--- config.mk ---
export PLATFORM = sky130hd
export DESIGN_NAME = bp_cfg_link_decoder_flat
export DESIGN_NICKNAME = d
export VERILOG_FILES = /design/src/rtl/bp_cfg_link_decoder_if.sv /design/src/rtl/bp_cfg_link_decoder.sv /design/src/flat_wrapper.sv
export SDC_FILE = /design/constraint.sdc
export NUM_CORES = 1
export LEC_CHECK = 0
export BUFFER_PORTS_ARGS = -buffer_cell sky130_fd_sc_hd__buf_2
export CORE_AREA = 4 4 129 131
export CTS_BUF_LIST = sky130_fd_sc_hd__clkbuf_8
export CTS_CLUSTER_DIAMETER = 60
export DETAILED_ROUTE_END_ITERATION = 8
export DIE_AREA = 0 0 133 135
export GPL_TIMING_DRIVEN = 0
export PLACE_DENSITY = 0.81
export SYNTH_ARGS = -nofsm -noshare
export SYNTH_HDL_FRONTEND = slang
export SYNTH_SLANG_ARGS = --single-unit
--- constraint.sdc ---
create_clock -name clk_i -period 3.23 [get_ports clk_i]
set_clock_uncertainty 0.2 [all_clocks]
set_input_delay 0.323 -clock clk_i [delete_from_list [all_inputs] [get_ports clk_i]]
set_output_delay 0.323 -clock clk_i [all_outputs]
set_load 0.005 [all_outputs]
--- src/rtl/bp_cfg_link_decoder_if.sv ---
// Config link command/response bundle between the link and the decoder.
interface bp_cfg_link_decoder_if #(
    parameter int cfg_data_width_p = 32,
    parameter int cfg_addr_width_p = 16
);
    logic                        cfg_v_i;
    logic                        cfg_w_i;
    logic [cfg_addr_width_p-1:0] cfg_addr_i;
    logic [cfg_data_width_p-1:0] cfg_data_i;
    logic                        cfg_ready_o;
    logic                        cfg_resp_v_o;
    logic [cfg_data_width_p-1:0] cfg_resp_data_o;
    logic                        cfg_resp_ready_i;

    // Link side: issues commands, consumes responses.
    modport master (
        output cfg_v_i, cfg_w_i, cfg_addr_i, cfg_data_i, cfg_resp_ready_i,
        input  cfg_ready_o, cfg_resp_v_o, cfg_resp_data_o
    );

    // Decoder side: accepts commands, produces responses.
    modport slave (
        input  cfg_v_i, cfg_w_i, cfg_addr_i, cfg_data_i, cfg_resp_ready_i,
        output cfg_ready_o, cfg_resp_v_o, cfg_resp_data_o
    );
endinterface

--- src/rtl/bp_cfg_link_decoder.sv ---
// Config command decoder: holds tile config registers, forwards ucode window
// accesses to the CCE ucode port and returns read data on the response channel.
module bp_cfg_link_decoder #(
    parameter int                   vaddr_width_p    = 39,
    parameter int                   cfg_data_width_p = 32,
    parameter int                   cfg_addr_width_p = 16,
    parameter int                   mode_width_p     = 2,
    parameter logic [vaddr_width_p-1:0] start_pc_reset_p = 'h0080000000
) (
    input  logic                          clk_i,
    input  logic                          reset_n_i,
    bp_cfg_link_decoder_if.slave          cfg,
    output logic [cfg_data_width_p-1:0]   clk_osc_o,
    output logic                          core_reset_o,
    output logic                          freeze_o,
    output logic [mode_width_p-1:0]       icache_mode_o,
    output logic [vaddr_width_p-1:0]      start_pc_o,
    output logic [mode_width_p-1:0]       dcache_mode_o,
    output logic [mode_width_p-1:0]       cce_mode_o,
    output logic                          ucode_v_o,
    output logic                          ucode_w_o,
    output logic [11:0]                   ucode_addr_o,
    output logic [cfg_data_width_p-1:0]   ucode_data_o,
    input  logic                          ucode_yumi_i,
    input  logic                          ucode_resp_v_i,
    input  logic [cfg_data_width_p-1:0]   ucode_resp_data_i
);
    localparam logic [cfg_addr_width_p-1:0] A_CLK_OSC  = 'h0000;
    localparam logic [cfg_addr_width_p-1:0] A_CORE_RST = 'h0001;
    localparam logic [cfg_addr_width_p-1:0] A_FREEZE   = 'h0002;
    localparam logic [cfg_addr_width_p-1:0] A_ICACHE   = 'h0022;
    localparam logic [cfg_addr_width_p-1:0] A_PC_LO    = 'h0040;
    localparam logic [cfg_addr_width_p-1:0] A_PC_HI    = 'h0041;
    localparam logic [cfg_addr_width_p-1:0] A_DCACHE   = 'h0042;
    localparam logic [cfg_addr_width_p-1:0] A_CCE      = 'h0060;

    typedef enum logic [1:0] {IDLE, UCODE_REQ, UCODE_WAIT, RESP} state_e;
    state_e state_q, state_d;

    logic [cfg_data_width_p-1:0] clk_osc_q;
    logic                        core_reset_q, freeze_q;
    logic [mode_width_p-1:0]     icache_mode_q, dcache_mode_q, cce_mode_q;
    logic [vaddr_width_p-1:0]    start_pc_q;
    logic [31:0]                 pc_lo_q;
    logic                        ucode_w_q;
    logic [11:0]                 ucode_addr_q;
    logic [cfg_data_width_p-1:0] ucode_data_q;
    logic [cfg_data_width_p-1:0] resp_data_q, resp_data_d;
    logic [cfg_data_width_p-1:0] rd_data;
    logic                        accept, is_ucode;

    assign accept   = cfg.cfg_v_i && (state_q == IDLE);
    assign is_ucode = (cfg.cfg_addr_i[15:12] == 4'h8);

    // Register read mux; unmapped addresses read as zero.
    always_comb begin
        rd_data = '0;
        unique case (cfg.cfg_addr_i)
            A_CLK_OSC:  rd_data = clk_osc_q;
            A_CORE_RST: rd_data = cfg_data_width_p'(core_reset_q);
            A_FREEZE:   rd_data = cfg_data_width_p'(freeze_q);
            A_ICACHE:   rd_data = cfg_data_width_p'(icache_mode_q);
            A_PC_LO:    rd_data = cfg_data_width_p'(start_pc_q[31:0]);
            A_PC_HI:    rd_data = cfg_data_width_p'(start_pc_q[vaddr_width_p-1:32]);
            A_DCACHE:   rd_data = cfg_data_width_p'(dcache_mode_q);
            A_CCE:      rd_data = cfg_data_width_p'(cce_mode_q);
            default:    rd_data = '0;
        endcase
    end

    // Next-state and response data selection.
    always_comb begin
        state_d     = state_q;
        resp_data_d = resp_data_q;
        unique case (state_q)
            IDLE: begin
                if (accept && is_ucode) begin
                    state_d = UCODE_REQ;
                end else if (accept && !cfg.cfg_w_i) begin
                    state_d     = RESP;
                    resp_data_d = rd_data;
                end
            end
            UCODE_REQ: begin
                if (ucode_yumi_i) state_d = ucode_w_q ? IDLE : UCODE_WAIT;
            end
            UCODE_WAIT: begin
                if (ucode_resp_v_i) begin
                    state_d     = RESP;
                    resp_data_d = ucode_resp_data_i;
                end
            end
            RESP: begin
                if (cfg.cfg_resp_ready_i) state_d = IDLE;
            end
            default: state_d = IDLE;
        endcase
    end

    // FSM state, response data and latched ucode request.
    always_ff @(posedge clk_i) begin
        if (!reset_n_i) begin
            state_q      <= IDLE;
            resp_data_q  <= '0;
            ucode_w_q    <= 1'b0;
            ucode_addr_q <= '0;
            ucode_data_q <= '0;
        end else begin
            state_q     <= state_d;
            resp_data_q <= resp_data_d;
            if (accept && is_ucode) begin
                ucode_w_q    <= cfg.cfg_w_i;
                ucode_addr_q <= cfg.cfg_addr_i[11:0];
                ucode_data_q <= cfg.cfg_data_i;
            end
        end
    end

    // Config register writes; start_pc commits only on the hi-word write.
    always_ff @(posedge clk_i) begin
        if (!reset_n_i) begin
            clk_osc_q     <= '0;
            core_reset_q  <= 1'b1;
            freeze_q      <= 1'b1;
            icache_mode_q <= '0;
            dcache_mode_q <= '0;
            cce_mode_q    <= '0;
            start_pc_q    <= start_pc_reset_p;
            pc_lo_q       <= '0;
        end else if (accept && cfg.cfg_w_i && !is_ucode) begin
            unique case (cfg.cfg_addr_i)
                A_CLK_OSC:  clk_osc_q     <= cfg.cfg_data_i;
                A_CORE_RST: core_reset_q  <= cfg.cfg_data_i[0];
                A_FREEZE:   freeze_q      <= cfg.cfg_data_i[0];
                A_ICACHE:   icache_mode_q <= cfg.cfg_data_i[mode_width_p-1:0];
                A_PC_LO:    pc_lo_q       <= cfg.cfg_data_i[31:0];
                A_PC_HI:    start_pc_q    <= {cfg.cfg_data_i[vaddr_width_p-33:0], pc_lo_q};
                A_DCACHE:   dcache_mode_q <= cfg.cfg_data_i[mode_width_p-1:0];
                A_CCE:      cce_mode_q    <= cfg.cfg_data_i[mode_width_p-1:0];
                default:    ;
            endcase
        end
    end

    assign cfg.cfg_ready_o     = (state_q == IDLE);
    assign cfg.cfg_resp_v_o    = (state_q == RESP);
    assign cfg.cfg_resp_data_o = resp_data_q;
    assign ucode_v_o           = (state_q == UCODE_REQ);
    assign ucode_w_o           = ucode_w_q;
    assign ucode_addr_o        = ucode_addr_q;
    assign ucode_data_o        = ucode_data_q;
    assign clk_osc_o           = clk_osc_q;
    assign core_reset_o        = core_reset_q;
    assign freeze_o            = freeze_q;
    assign icache_mode_o       = icache_mode_q;
    assign dcache_mode_o       = dcache_mode_q;
    assign cce_mode_o          = cce_mode_q;
    assign start_pc_o          = start_pc_q;
endmodule
--- src/flat_wrapper.sv ---
// flat-port wrapper written by rule: the top's interface ports become plain ports
module bp_cfg_link_decoder_flat 
#(
    parameter int                   vaddr_width_p    = 39,
    parameter int                   cfg_data_width_p = 32,
    parameter int                   cfg_addr_width_p = 16,
    parameter int                   mode_width_p     = 2,
    parameter logic [vaddr_width_p-1:0] start_pc_reset_p = 'h0080000000
)
  (clk_i, reset_n_i, clk_osc_o, core_reset_o, freeze_o, icache_mode_o, start_pc_o, dcache_mode_o, cce_mode_o, ucode_v_o, ucode_w_o, ucode_addr_o, ucode_data_o, ucode_yumi_i, ucode_resp_v_i, ucode_resp_data_i, cfg_cfg_v_i, cfg_cfg_w_i, cfg_cfg_addr_i, cfg_cfg_data_i, cfg_cfg_resp_ready_i, cfg_cfg_ready_o, cfg_cfg_resp_v_o, cfg_cfg_resp_data_o);
  bp_cfg_link_decoder_if #(.cfg_data_width_p(cfg_data_width_p), .cfg_addr_width_p(cfg_addr_width_p)) cfg_i ();
  input  logic clk_i;
  input  logic reset_n_i;
  output logic [cfg_data_width_p-1:0] clk_osc_o;
  output logic core_reset_o;
  output logic freeze_o;
  output logic [mode_width_p-1:0] icache_mode_o;
  output logic [vaddr_width_p-1:0] start_pc_o;
  output logic [mode_width_p-1:0] dcache_mode_o;
  output logic [mode_width_p-1:0] cce_mode_o;
  output logic ucode_v_o;
  output logic ucode_w_o;
  output logic [11:0] ucode_addr_o;
  output logic [cfg_data_width_p-1:0] ucode_data_o;
  input  logic ucode_yumi_i;
  input  logic ucode_resp_v_i;
  input  logic [cfg_data_width_p-1:0] ucode_resp_data_i;
  input wire logic [$bits(cfg_i.cfg_v_i)-1:0] cfg_cfg_v_i;
  input wire logic [$bits(cfg_i.cfg_w_i)-1:0] cfg_cfg_w_i;
  input wire logic [$bits(cfg_i.cfg_addr_i)-1:0] cfg_cfg_addr_i;
  input wire logic [$bits(cfg_i.cfg_data_i)-1:0] cfg_cfg_data_i;
  input wire logic [$bits(cfg_i.cfg_resp_ready_i)-1:0] cfg_cfg_resp_ready_i;
  output wire logic [$bits(cfg_i.cfg_ready_o)-1:0] cfg_cfg_ready_o;
  output wire logic [$bits(cfg_i.cfg_resp_v_o)-1:0] cfg_cfg_resp_v_o;
  output wire logic [$bits(cfg_i.cfg_resp_data_o)-1:0] cfg_cfg_resp_data_o;
  assign cfg_i.cfg_v_i = cfg_cfg_v_i;
  assign cfg_i.cfg_w_i = cfg_cfg_w_i;
  assign cfg_i.cfg_addr_i = cfg_cfg_addr_i;
  assign cfg_i.cfg_data_i = cfg_cfg_data_i;
  assign cfg_i.cfg_resp_ready_i = cfg_cfg_resp_ready_i;
  assign cfg_cfg_ready_o = cfg_i.cfg_ready_o;
  assign cfg_cfg_resp_v_o = cfg_i.cfg_resp_v_o;
  assign cfg_cfg_resp_data_o = cfg_i.cfg_resp_data_o;
  bp_cfg_link_decoder #(.vaddr_width_p(vaddr_width_p), .cfg_data_width_p(cfg_data_width_p), .cfg_addr_width_p(cfg_addr_width_p), .mode_width_p(mode_width_p), .start_pc_reset_p(start_pc_reset_p)) u_core (.clk_i(clk_i), .reset_n_i(reset_n_i), .cfg(cfg_i), .clk_osc_o(clk_osc_o), .core_reset_o(core_reset_o), .freeze_o(freeze_o), .icache_mode_o(icache_mode_o), .start_pc_o(start_pc_o), .dcache_mode_o(dcache_mode_o), .cce_mode_o(cce_mode_o), .ucode_v_o(ucode_v_o), .ucode_w_o(ucode_w_o), .ucode_addr_o(ucode_addr_o), .ucode_data_o(ucode_data_o), .ucode_yumi_i(ucode_yumi_i), .ucode_resp_v_i(ucode_resp_v_i), .ucode_resp_data_i(ucode_resp_data_i));
endmodule
==> metrics.yaml, run 1 <==
synth_edf_count: 0
antenna_found_initial: 0
synth-main-ff-cell: "dfxtp_1"
initial_core_util_pct: 51.49
wire_per_inst_um: 17.98
port_buffers: 241
status: "completed"
finalSetupViolations: 0
fin_crit_sh_pct: 91.97
cts_setup_buffers: 0
antennaDiodeCount: 0
worstPathArrival_ns: 3.15
fin_ws_ns: 0.2593
numCtsBuffers: 17
clk_latency_ns: 0.46
grt_start_max_net_pins: 17
dieArea_um2: 17960
synth_area_um2: 8031
ys_types: 46
die_w_um: 133
drv_cap: 0
cp_data_required_time_ns: 3.41
cts_tree: "done"
avgViaCountPerCell: 5.420
drtPass1Iterations: 5
drtAntennaViolNets: 0
core_um2: 15600
cts_root_buffer: "clkbuf_8"
routabilityCongestion: 0.9468
route.vias.total: 8189
placedInstanceArea_um2: 9508
seq_area_frac_synth_pct: 47.36
hold_viol: 0
end_kind: "flip-flop"
final_nets: 1369
grt_pass1_wl_mm: 41.94
crit_fanout: 10
grt_usage_pct: 29.48
hold_slack_ns: 0.03051
grt_pass1_vias: 8050
clockBufferDepth: 2
max-vdd-ir-drop_uv: 365.1
tns_ns: 0
design_area_um2: 10640
power_density_nw_per_um2: 430.5
clkSlewWorstSetupHoldPaths_ns: 0.10
final_layout_size_suffix_gt1_share_pct: 23.17
start_kind: "primary input"
ys_ff_latch: 190
async_flop_share_pct: 0
num_io_pins: 246
fillCellCount: 1261
synthToLayoutAreaGrowth_pct: 32.48
drc: 0
pre_cts_ws_ns: 0.1517
die_y_um: 135
synth_warnings: 0
p_leak_nw: 4.265
rsz0062_at_grt: "false"
max_freq_mhz: 336.6
syn-num-nets: 1039
dp_hpwl_mm: 19.01
htreeDepth: 4
max-slew-margin-rel_pct: 36.38
grt_overflow_total: 0
worst_pin_slew_ns: 0.9485
drv_slew: 0
hold_path_class: "primary input to flip-flop"
routed_wirelength_mm: 27.17
syn_inst: 952
period_minus_slack_ns: 2.971
cts_sinks: 190
postSynthAreaPerCell_um2: 8.436
drt-initial-drc-count: 600
critPathKind: "primary input to flip-flop"
core.rowCount: 46
cell usage in the layout, fill, tap and decap left out, types with 26 or more instances in the layout:
cell type      count
nand2_1          305
buf_2            250
dfxtp_1          190
a21boi_0         123
dlygate4sd3_1     70
clkbuf_1          59
o21ai_0           38
mux2i_1           35
a21oi_1           29
a2bb2oi_1         26
report_power, final:
part / leakage, nW / switching, mW / internal [mW]
logic: 2.53 / 0.300 / 0.248
clock network: 0.202 / 0.867 / 0.734
registers: 1.54 / 0.0327 / 2.40
total: 4.27 / 1.20 / 3.38
sequential cells by signal (all words and copies together), names as in the netlist:
signal	count
u_core.ucode_addr_o	12
u_core.ucode_data_o	32
u_core.dcache_mode_o	2
u_core.start_pc_o	39
u_core.ucode_w_o	1
u_core.state_q	2
u_core.cce_mode_o	2
u_core.cfg.cfg_resp_data_o	32
u_core.clk_osc_o	32
u_core.freeze_o	1
u_core.core_reset_o	1
u_core.pc_lo_q	32
u_core.icache_mode_o	2
layout make-up:
type,count,area (um2),share of cell area (%)
well taps,216,270.3,2.540
repair buffers,311,1907,17.92
multi-input cells,673,3877,36.44
clock inverters,13,138.9,1.305
clock buffers,19,261.5,2.458
flip-flops and latches,190,3804,35.75
plain buffers,80,347.8,3.269
inverters,9,33.78,0.3175
path summary, 6_finish.rpt:
kind,slack [ns],depth (start not counted),endpoint,start
max,0.26,9,u_core.pc_lo_q[12],cfg_cfg_addr_i[9]
min,0.03,3,u_core.cfg.cfg_resp_data_o[6],ucode_resp_data_i[6]
max reg2reg,0.52,8,u_core.clk_osc_o[12],u_core.state_q[0]
min reg2reg,0.26,2,u_core.pc_lo_q[13],u_core.pc_lo_q[13]
metrics by stage:
step | std cells | total power, mW | util, %
floorplan | 952 | 2.720 | -
global placement | 1409 | 2.941 | 60.96
detailed placement | 1409 | 2.949 | 60.96
CTS | 1510 | 4.576 | 67.95
global route | 1511 | 4.717 | 68.22
finish | 1511 | 4.581 | 68.22
repair_timing:
item,CTS,global route
gates resized for setup,0,8
hold endpoints to repair,137,1
hold buffers,69,1
endpoints found under the setup margin,0,52
layer usage:
metal,GRT usage [%],up-vias,share of wire (%)
met2,50.71,344,49
met4,11.37,0,2.6
li1,-,3890,-
met1,36.38,3890,41
met3,6.185,65,6.5
met5,0,-,0
Yosys cell counts (2+ instances only):
cell type / number / area, um2
a21oi_1: 29 / 145.1
nor4_2: 2 / 25.02
mux2i_1: 35 / 350.3
a2bb2oi_1: 26 / 227.7
nor2_1: 3 / 11.26
nor4_1: 3 / 18.77
a211oi_1: 7 / 52.55
or4b_1: 2 / 20.02
nor3_1: 8 / 40.04
mux2_2: 5 / 56.30
nor2b_1: 10 / 62.56
o311a_1: 2 / 20.02
or3_1: 2 / 12.51
a32oi_1: 6 / 52.55
nand3_1: 10 / 50.05
inv_1: 9 / 33.78
nor3b_1: 6 / 45.04
o21ai_0: 38 / 190.2
a21boi_0: 123 / 923.4
nand2_1: 305 / 1145
buf_6: 4 / 45.04
dfxtp_1: 190 / 3804
buf_2: 9 / 45.04
or4_1: 4 / 30.03
and2_1: 2 / 12.51
buf_1: 5 / 18.77
a21boi_1: 24 / 180.2
clkbuf_1: 61 / 229.0
o211ai_1: 5 / 37.54
worst max-delay path, cell delays in order:
cell	delay, ns
dlygate4sd3_1	0.54
buf_2	0.14
nor4_1	0.31
nand3_1	0.24
clkbuf_1	0.35
nor4_4	0.50
clkbuf_1	0.47
nand2_1	0.10
a21boi_0	0.17
logic make-up (layout without fill, tap and decap cells):
group,Yosys count,in the layout,synth area share (%)
and+or+nand+nor,366,366,19.35
AOI/OAI and AO/OA,266,266,23.40
DFF,190,190,47.36
buffers and inverters,89,432,4.720
muxes,40,40,5.063
xor gates and xnor gates,1,1,0.1091
Power figures use the tool's default switching activity.
==> inputs of run 2 (changes only) <==
Settings changed: CORE_AREA 4 4 129 131 to 4 4 126 128, DIE_AREA 0 0 133 135 to 0 0 130 132, PLACE_DENSITY 0.81 to 0.84, TNS_END_PERCENT set to 100.
Clock period 3.23 ns to 3.81 ns, I/O delays scaled along.
==> run 2 against run 1 <==
Net effect:
- wire length down 0.26%
- hold slack got worse by 0.0085 ns
- critical endpoint is now u_core.start_pc_o[32]
- sequential power down 15%
- power down 17%
==> metrics.yaml, run 2 (synthesized netlist as in run 1, its figures left out) <==
status: "completed"
largest_reg_flops: 39
critPathKind: "primary input to flip-flop"
dieArea_um2: 17160
path_cells: "dlygate4sd3_1 -> buf_2 -> nor4_1 -> nand3_1 -> clkbuf_1 -> nor3_1 -> buf_2 -> buf_2 -> nand2_1 -> a21boi_0"
route.vias.total: 8283
wire_per_inst_um: 18.44
die_y_um: 132
final_cell_mix: "nand2_1 (305), buf_2 (250), dfxtp_1 (190)"
max_freq_mhz: 297.4
clk_latency_ns: 0.47
start_kind: "primary input"
cp_data_required_time_ns: 3.99
dp_hpwl_mm: 18.56
antenna_found_initial: 0
hold_path_class: "primary input to flip-flop"
drtPass1Iterations: 5
crit_fanout: 10
r2r_start: "u_core.state_q[0]"
finalSetupViolations: 0
pre_cts_ws_ns: 0.5803
cts_root_buffer: "clkbuf_8"
numCtsBuffers: 17
end_kind: "flip-flop"
hold_viol: 0
clockBufferDepth: 2
startpoint: "cfg_cfg_addr_i[11]"
fin_ws_ns: 0.4470
initial_core_util_pct: 54.03
cts_resized: 0
grt_pass1_vias: 7838
final_layout_size_suffix_gt1_share_pct: 23.24
fin_crit_sh_pct: 88.27
tns_ns: 0
max-vdd-ir-drop_uv: 265.9
synthToLayoutAreaGrowth_pct: 29.82
max_stage_delay_ns: 0.70
grt_pass1_wl_mm: 40.82
period_minus_slack_ns: 3.363
htreeDepth: 4
p_leak_nw: 4.171
port_buffers: 241
die_w_um: 130
grt_start_max_net_pins: 17
grt_overflow_total: 0
max-slew-margin-rel_pct: 40.45
avgViaCountPerCell: 5.635
crit_family: "buffers and inverters"
cts_tree: "done"
drtAntennaViolNets: 0
drc: 0
routed_wirelength_mm: 27.10
cp_common_cell: "buf_2"
cts_sinks: 190
drv_cap: 0
antennaDiodeCount: 0
critPathBufInv: 5
routabilityCongestion: 0.9119
num_io_pins: 246
placedInstanceArea_um2: 9473
clkSlewWorstSetupHoldPaths_ns: 0.09
cts_setup_buffers: 0
worstPathArrival_ns: 3.55
rsz0062_at_grt: "false"
drt-initial-drc-count: 717
core_um2: 14860
final_nets: 1356
cts_hold_buf: 57
drv_slew: 0
layout_commonest_cell: "nand2_1"
min-delay-start: "ucode_resp_data_i[27]"
worst_pin_slew_ns: 0.8879
grt_usage_pct: 30.29
crit_slowest_cell: "nor3_1"
power_density_nw_per_um2: 366.8
design_area_um2: 10430
core.rowCount: 45
[run 2: metal layers]
metal	global-route usage, %	part of all wire (%)
met4	11.26	3.0
met1	37.55	40
met3	7.739	7.8
met2	50.49	49
met5	0	0
[run 2: area by class of cell]
| cell class | count | area, um2 |
|---|---|---|
| Sequential cell | 190 | 3804 |
| Clock buffer | 20 | 275.3 |
| Fill cell | 1211 | 4438 |
| Clock inverter | 12 | 107.6 |
| Tap cell | 188 | 235.2 |
| Timing Repair Buffer | 298 | 1777 |
| Inverter | 9 | 33.78 |
| Buffer | 80 | 345.3 |
| Multi-Input combinational cell | 673 | 3849 |
[run 2: final timing paths]
check                           slack (ns)                        endpoint  depth (start not counted)
worst max-delay path                  0.45           u_core.start_pc_o[32]                         10
worst min-delay path                  0.02  u_core.cfg.cfg_resp_data_o[27]                          3
worst max register to register        0.99           u_core.start_pc_o[32]                          8
worst min register to register        0.26              u_core.pc_lo_q[27]                          2
[run 2: power by group]
| group | total [mW] | internal (mW) | switching [mW] |
|---|---|---|---|
| Sequential | 2.06 | 2.03 | 0.0265 |
| Clock | 1.31 | 0.574 | 0.736 |
| Combinational | 0.454 | 0.201 | 0.253 |
| Total | 3.82 | 2.81 | 1.02 |
[run 2: metrics by stage]
step / power [mW] / std cells / utilization [%] / hold WS, ns
finish: 3.824 / 1470 / 70.14 / 0.02202
global route: 3.949 / 1470 / 70.14 / 0.01127
CTS: 3.817 / 1470 / 70.14 / 0.001697
detailed placement: 2.500 / 1381 / 63.73 / 0.2451
global placement: 2.496 / 1381 / 63.73 / 0.2422
floorplan: 2.306 / 952 / - / 0.2353
[run 2: worst reg2reg max path, cell delays in order, from the launching register on]
cell	delay, ns
dfxtp_1	0.31
buf_4	0.16
nor3b_2	0.37
nand3_1	0.18
nor3_1	0.63
buf_2	0.35
buf_2	0.29
nand2_1	0.08
a21boi_0	0.18
==> inputs of run 3 (changes only) <==
Clock period 3.81 ns to 4.3 ns, I/O delays scaled along.
==> run 3 against run 2 <==
Net effect:
- power decreased by 13%
- critical path depth unchanged
- global-route usage decreased by 1.8 points
- combinational power decreased by 21%
- via count decreased by 4.9%
- final cell count decreased by 3.8%
- critical path type unchanged
==> metrics.yaml, run 3 (synthesized netlist as in run 1, its figures left out) <==
drv_cap: 0
core_um2: 14860
rsz0062_at_grt: "false"
placedInstanceArea_um2: 9473
routabilityCongestion: 0.9119
drtPass1Iterations: 5
die_w_um: 130
tns_ns: 0
cts_resized: 0
worstPathArrival_ns: 3.50
p_leak_nw: 3.937
clockBufferDepth: 2
clkSlewWorstSetupHoldPaths_ns: 0.09
htreeDepth: 4
grt_start_max_net_pins: 17
numCtsBuffers: 17
drc: 0
finalSetupViolations: 0
die_y_um: 132
placedCellCount: 1381
route.vias.total: 7877
antennaDiodeCount: 0
final_cells: 1414
max-vdd-ir-drop_uv: 191.3
antenna_found_initial: 1
grt_overflow_total: 0
fin_ws_ns: 0.9760
grt_usage_pct: 28.48
cts_setup_buffers: 0
final_cell_mix: "nand2_1 (305), buf_2 (250), dfxtp_1 (190)"
routed_wirelength_mm: 25.33
core.rowCount: 45
clk_latency_ns: 0.46
max-slew-margin-rel_pct: 38.96
cts_sinks: 190
worst_pin_slew_ns: 0.9101
pre_cts_ws_ns: 1.021
wire_per_inst_um: 17.91
cts_tree: "done"
hold_slack_ns: 0.02906
critPathKind: "primary input to flip-flop"
port_buffers: 241
hold_viol: 0
dp_hpwl_mm: 18.56
dieArea_um2: 17160
drtAntennaViolNets: 0
initial_core_util_pct: 54.03
avgViaCountPerCell: 5.571
cp_data_required_time_ns: 4.47
final_nets: 1300
final_layout_size_suffix_gt1_share_pct: 24.31
cts_root_buffer: "clkbuf_8"
max_freq_mhz: 300.8
grt_pass1_vias: 7319
hold_path_class: "primary input to flip-flop"
period_minus_slack_ns: 3.324
drv_slew: 0
synthToLayoutAreaGrowth_pct: 22.84
grt_pass1_wl_mm: 38.44
power_density_nw_per_um2: 337.8
start_kind: "primary input"
largest_reg_flops: 39
fin_crit_sh_pct: 77.30
num_io_pins: 246
end_kind: "flip-flop"
status: "completed"
drt-initial-drc-count: 635
layout_commonest_cell: "nand2_1"
design_area_um2: 9866
crit_fanout: 10
[run 3: changes by cell type in the layout (fill, tap and decap cells not counted), sizes merged]
cell / delta
dlygate4sd3: -56
[run 3: through the flow]
step | power (mW) | utilization, %
floorplan | 2.043 | -
detailed placement | 2.215 | 63.73
global placement | 2.212 | 63.73
global route | 3.449 | 66.37
CTS | 3.343 | 66.37
finish | 3.333 | 66.37
[run 3: layout make-up]
type,instances,area (um2)
inverter,9,33.78
timing repair buffer,242,1216
clock inverter,12,107.6
clock buffer,20,275.3
tap,188,235.2
multi-input combinational,673,3849
buffer,80,345.3
fill,1324,4999
sequential,190,3804
[run 3: final timing paths]
check	from	endpoint	slack [ns]	cells after the start
hold reg to reg	u_core.pc_lo_q[27]	u_core.pc_lo_q[27]	0.26	2
setup / recovery	cfg_cfg_addr_i[8]	u_core.start_pc_o[32]	0.98	10
hold / removal	cfg_cfg_addr_i[11]	u_core.ucode_addr_o[11]	0.03	3
setup reg to reg	u_core.state_q[0]	u_core.start_pc_o[32]	1.47	8
[run 3: worst max-delay path, stage by stage]
cell	delay [ns]
dlygate4sd3_1	0.53
buf_2	0.13
nor3_1	0.24
nand3_1	0.26
clkbuf_1	0.30
nor3_1	0.71
buf_2	0.35
buf_2	0.29
nand2_1	0.08
a21boi_0	0.18
[run 3: report_power, final]
part	internal (mW)	switching, mW
Clock	0.508	0.643
Combinational	0.145	0.212
Sequential	1.80	0.0228
Total	2.46	0.877
[run 3: per-layer routing]
metal	vias to the layer above	routed length [um]	global-route usage [%]
met1	3718	10560	37.17
met4	2	586	9.469
met5	-	13	0
li1	3753	-	-
met2	358	12220	46.82
met3	46	1944	6.037
[run 3: repair_timing]
item	CTS	global route
hold buffers	1	0
setup endpoints to repair	0	0
hold endpoints to repair	1	0
